===== src/rtl/signnarrow_pkg.sv =====
// Shared types for the signnarrow streaming narrower.
// Skid-buffer occupancy states live here; entry layout is per-module.
package signnarrow_pkg;

    // Occupancy of the two-entry skid buffer
    typedef enum logic [1:0] {
        EMPTY = 2'd0,
        ONE   = 2'd1,
        TWO   = 2'd2
    } signnarrow_state_t;

    // Each buffer entry pairs a narrowed value with its overflow flag:
    //   struct packed { logic [N-1:0] data; logic ovf; }
    // N is a module parameter, so modules declare the struct locally.

endpackage


===== src/rtl/signnarrow_sat.sv =====
// Combinational M-to-N signed narrowing core with saturation.
// Build with SIGNNARROW_WRAP_EN defined for plain truncation instead.
module signnarrow_sat
    import signnarrow_pkg::*;
#(
    parameter int N = 3,
    parameter int M = 5
) (
    input  logic [M-1:0] i_x,
    output logic [N-1:0] o_y,
    output logic         o_ovf
);

    logic [M-N:0] top_bits;
    logic         fit;

    assign top_bits = i_x[M-1:N-1];
    assign fit      = (&top_bits) | ~(|top_bits);

    // Narrow the value; out-of-range inputs clamp or wrap
    always_comb begin
        o_ovf = ~fit;
`ifdef SIGNNARROW_WRAP_EN
        o_y   = i_x[N-1:0];
`else
        if (fit) begin
            o_y = i_x[N-1:0];
        end else if (i_x[M-1]) begin
            o_y = {1'b1, {(N-1){1'b0}}};
        end else begin
            o_y = {1'b0, {(N-1){1'b1}}};
        end
`endif
    end

endmodule


===== src/rtl/signnarrow.sv =====
// Streaming signed narrower with 2-entry skid buffer and overflow stats.
// Define SIGNNARROW_WRAP_EN to truncate instead of saturating.
module signnarrow
    import signnarrow_pkg::*;
#(
    parameter int N     = 3,
    parameter int M     = 5,
    parameter int CNT_W = 8
) (
    input  logic             i_clk,
    input  logic             i_rst_n,
    input  logic             i_valid,
    output logic             o_ready,
    input  logic [M-1:0]     i_data,
    output logic             o_valid,
    input  logic             i_ready,
    output logic [N-1:0]     o_data,
    output logic             o_ovf,
    output logic             o_sticky_ovf,
    input  logic             i_clr,
    output logic [CNT_W-1:0] o_ovf_cnt
);

    typedef struct packed {
        logic [N-1:0] data;
        logic         ovf;
    } entry_t;

    signnarrow_state_t state;
    entry_t            head;
    entry_t            skid;
    entry_t            conv;
    logic              acc;
    logic              xfer;

    signnarrow_sat #(
        .N (N),
        .M (M)
    ) u_sat (
        .i_x   (i_data),
        .o_y   (conv.data),
        .o_ovf (conv.ovf)
    );

    assign acc    = i_valid && o_ready;
    assign xfer   = o_valid && i_ready;
    assign o_data = head.data;
    assign o_ovf  = head.ovf;

    // Skid-buffer FSM with registered valid/ready
    always_ff @(posedge i_clk) begin
        if (!i_rst_n) begin
            state   <= EMPTY;
            head    <= '0;
            skid    <= '0;
            o_valid <= 1'b0;
            o_ready <= 1'b1;
        end else begin
            unique case (state)
                EMPTY: begin
                    if (acc) begin
                        head    <= conv;
                        state   <= ONE;
                        o_valid <= 1'b1;
                        o_ready <= 1'b1;
                    end
                end
                ONE: begin
                    if (acc && xfer) begin
                        head <= conv;
                    end else if (acc) begin
                        skid    <= conv;
                        state   <= TWO;
                        o_ready <= 1'b0;
                    end else if (xfer) begin
                        state   <= EMPTY;
                        o_valid <= 1'b0;
                    end
                end
                TWO: begin
                    if (xfer) begin
                        head    <= skid;
                        state   <= ONE;
                        o_ready <= 1'b1;
                    end
                end
                default: begin
                    state   <= EMPTY;
                    o_valid <= 1'b0;
                    o_ready <= 1'b1;
                end
            endcase
        end
    end

    // Overflow statistics on delivered beats; clear wins over update
    always_ff @(posedge i_clk) begin
        if (!i_rst_n) begin
            o_sticky_ovf <= 1'b0;
            o_ovf_cnt    <= '0;
        end else if (i_clr) begin
            o_sticky_ovf <= 1'b0;
            o_ovf_cnt    <= '0;
        end else if (xfer && head.ovf) begin
            o_sticky_ovf <= 1'b1;
            if (o_ovf_cnt != {CNT_W{1'b1}}) begin
                o_ovf_cnt <= o_ovf_cnt + 1'b1;
            end
        end
    end

endmodule


===== config.mk =====
export PLATFORM = sky130hd
export DESIGN_NAME = signnarrow
export DESIGN_NICKNAME = d
export VERILOG_FILES = /design/src/rtl/signnarrow_pkg.sv /design/src/rtl/signnarrow_sat.sv /design/src/rtl/signnarrow.sv
export SDC_FILE = /design/constraint.sdc
export NUM_CORES = 1
export LEC_CHECK = 0
export ABC_AREA = 1
export CORE_UTILIZATION = 52
export CTS_BUF_LIST = sky130_fd_sc_hd__clkbuf_8 sky130_fd_sc_hd__clkbuf_16
export DETAILED_ROUTE_END_ITERATION = 12
export PLACE_DENSITY_LB_ADDON = 0.2
export SYNTH_ARGS = -nofsm -noshare
export SYNTH_HDL_FRONTEND = slang
export SYNTH_SLANG_ARGS = --single-unit

===== constraint.sdc =====
create_clock -name i_clk -period 3.8 [get_ports i_clk]
set_input_delay 0.76 -clock i_clk [delete_from_list [all_inputs] [get_ports i_clk]]
set_output_delay 0.76 -clock i_clk [all_outputs]
set_load 0.01 [all_outputs]

==> flow_summary_export.csv <==
group,metric,value,unit
synthesis,synth_most_common_cell,"nand2_1",
timing,fmax,490,MHz
timing,fin_setup_tns,0,ns
power,p_leak,0.546,nW
cts,clkTransAtPathRegs,0.08,ns
power,p_per_area,386,mW/mm^2
synthesis,yosys.area.top_type_share,0.395,
global_route,grt_pass1_wl,3.68,mm
detailed_routing,drt_iter0_markers,30,
detailed_routing,totalWireLength,2.32,mm
timing,tightest_slew,0.396,ns
detailed_routing,postRouteAntennaNets,0,
cts,cts_setup_buffers,0,
final_layout,n_antenna_cell,0,
critical_path,critPathKind,"reg2out",
timing,maxSlewViolCount,0,
timing,finalSetupViolations,0,
critical_path,r2r_start,"o_ovf_cnt[0]$_SDFFE_PP0P_",
final_layout,nFillCells,151,
floorplan,initial_core_util,0.584,
floorplan,die_x,47.2,um
final_layout,multi_input_area,576,sq um
synthesis,synth_ff_type,"dfxtp_1",
synthesis,synthTopCellsByCount,"nand2_1, nor2_1, dfxtp_1",
critical_path,rrSetupSlack,2.40,ns
synthesis,synth_edf_count,0,
critical_path,r2r_end,"o_ovf_cnt[4]$_SDFFE_PP0P_",
timing,hold_viol,0,
global_route,grt_overflow,0,
detailed_routing,drcViolationCount,0,
timing,period_minus_slack,2.04,ns
worst_hold_path,hold_path_class,"reg2reg",
final_layout,syn2layout_area_growth,29.9,%
synthesis,syn_inst,159,
critical_path,arrival,1.28,ns
cts,cts_hold_buf,0,
synthesis,ys_seq_elements,21,
cts,cts_sinks,21,
floorplan,core_area,0.00182,sq mm
timing,period_share,0.537,
final_layout,drive_gt1_frac,0.0963,
detailed_routing,post_drt_wl_per_cell,10.9,um
global_route,antenna_found_initial,0,
critical_path,worstSetupPathDepth,1,
global_route,use_met2,0.362,
timing,skew,0.00278,ns
cts,clock_latency,0.26,ns
placement,io_buffers,24,
power,p_total,534,uW
synthesis,yosysSeqAreaShare,0.395,
cts,clk_path_buf_depth,2,
power,switching_share,0.300,
critical_path,crit_family,"buffers and inverters",
floorplan,die-height,47.2,um
detailed_routing,routed_via_density,5.13,
power,seqPwrFrac,0.477,
cts,cts_resized,0,
critical_path,endpoint_kind,"primary output",
placement,dp_hpwl,1.81,mm
critical_path,path_cells,"clkdlybuf4s50_1",
synthesis,ys_warn_count,0,
critical_path,cp-start-kind,"flop",
critical_path,slowest_delay,0.58,ns
job,maxCapViolCount,0,
power,power_frac_clock,0.269,
synthesis,syn-num-nets,170,
critical_path,startpoint,"o_ovf_cnt[2]$_SDFFE_PP0P_",
detailed_routing,vias,1087,
global_route,grt_max_degree,13,
power,irDropWorstVdd,0.300,mV
outcome,status,"complete, no violations",
placement,gp_congestion,0.833,
synthesis,yosys-top-cells-area,"dfxtp_1, nand2_1, nor2_1, a21oi_1, o21ai_0",
global_route,met1_usage,0.337,
synthesis,yosysUniqueCellTypes,21,
critical_path,worst-path-buf-inv,1,
critical_path,path_max_fanout,6,
synthesis,yosys.area.top_type,"dfxtp_1",
synthesis,synthesis.area,0.00106,sq mm
global_route,grt_use_met3,0.0346,
cts,tritoncts,"built",
timing,rsz0062_at_grt,"false",
final_layout,seq_area,420,sq um
timing,slew_headroom,0.735,
cts,cts_root_buf,"clkbuf_8",
critical_path,endpoint,"o_ovf_cnt[2]",
final_layout,final_nets,199,
cts,cts_buffers,3,
global_route,grt_pass1_vias,856,
global_route,grt-busiest-layer,"met2",
synthesis,synthArstFlopShare,0,
floorplan,pin_count,25,
synthesis,syn_area_per_cell,6.69,sq um
cts,h-tree-depth,1,
global_route,grt.total_usage,0.234,
detailed_routing,first_pass_iters,4,
power,switching_power,160,uW
critical_path,rr_worst_depth,8,
floorplan,core.rowCount,15,
power,internal-power,374,uW
critical_path,crit_slowest_cell,"clkdlybuf4s50_1",
power,share_comb_of_total_power,0.254,
floorplan,die_area,0.00223,sq mm
critical_path,critPathRequiredTime,3.04,ns
## flip-flops by register name (all words and copies together), names as in the netlist
register,cells
o_ready,1
o_valid,1
skid,4
o_data,3
o_ovf_cnt,8
o_sticky_ovf,1
o_ovf,1
state,2
## cell families after synthesis
| kind of cell | Yosys count | synth area share |
|---|---|---|
| flip-flops | 21 | 0.395 |
| buffers and inverters | 18 | 0.0635 |
| XOR/XNOR | 3 | 0.0247 |
| AND/OR/NAND/NOR | 88 | 0.354 |
| adder cells (fa/ha/maj) | 1 | 0.0118 |
| AO/OA/AOI/OAI | 28 | 0.151 |
## cell type report
type	instances	share of cell area
clock inverter	1	0.00362
timing repair buffer	24	0.174
tap	25	0.0226
multi-input combinational	120	0.417
inverter	18	0.0489
clock buffer	3	0.0299
sequential	21	0.304
## placed cells by master (no fill, tap or decap), drive strengths merged, types with 2 or more instances in the layout
cell type	count
clkdlybuf4s50	24
nand2	53
xor2	2
clkbuf	3
dfxtp	21
a21oi	15
o21ai	11
inv	18
nand3	8
nor2	25
## layer usage
layer  routed length [um]  part of all wire  up-vias
met2                 1080              0.47       26
met4                    6            0.0026        0
met1                 1120              0.48      495
met5                    0                 0        -
met3                  108             0.047        2
li1                     -                 -      564
## tightest hold or removal path, stage by stage (launching register included)
cell and delay [ns]:
dfxtp_1 0.30, inv_1 0.05, a21oi_1 0.05
## power groups by stage
| stage | combinational, mW | clock (mW) | sequential [mW] |
|---|---|---|---|
| global placement | 0.133 | 0 | 0.259 |
| detailed placement | 0.136 | 0 | 0.259 |
| CTS | 0.136 | 0.146 | 0.254 |
| finish | 0.136 | 0.143 | 0.255 |
| global route | 0.152 | 0.157 | 0.257 |
| floorplan | 0.0776 | 0 | 0.264 |
## worst min path at each step
stage                              start              endpoint  slack, ns  cells past startpoint
floorplan           skid[3]$_SDFFE_PN0P_  skid[3]$_SDFFE_PN0P_       0.42                      2
global placement    skid[3]$_SDFFE_PN0P_  skid[3]$_SDFFE_PN0P_       0.44                      2
detailed placement  skid[3]$_SDFFE_PN0P_  skid[3]$_SDFFE_PN0P_       0.44                      2
CTS                 skid[3]$_SDFFE_PN0P_  skid[3]$_SDFFE_PN0P_       0.45                      2
global route        skid[3]$_SDFFE_PN0P_  skid[3]$_SDFFE_PN0P_       0.48                      2
finish              skid[3]$_SDFFE_PN0P_  skid[3]$_SDFFE_PN0P_       0.45                      2
## stage by stage
| step | cells | setup slack, ns | hold WS (ns) | utilization | area [sq um] |
|---|---|---|---|---|---|
| after floorplan | 159 | 2.32 | 0.424 | - | 1060 |
| after global placement | 208 | 1.72 | 0.443 | 0.733 | 1340 |
| after detailed placement | 208 | 1.63 | 0.438 | 0.733 | 1340 |
| after CTS | 212 | 1.76 | 0.450 | 0.759 | 1380 |
| after global routing | 212 | 1.70 | 0.478 | 0.759 | 1380 |
| final | 212 | 1.76 | 0.448 | 0.759 | 1380 |
Note: power is estimated with default switching activity, not from simulation.
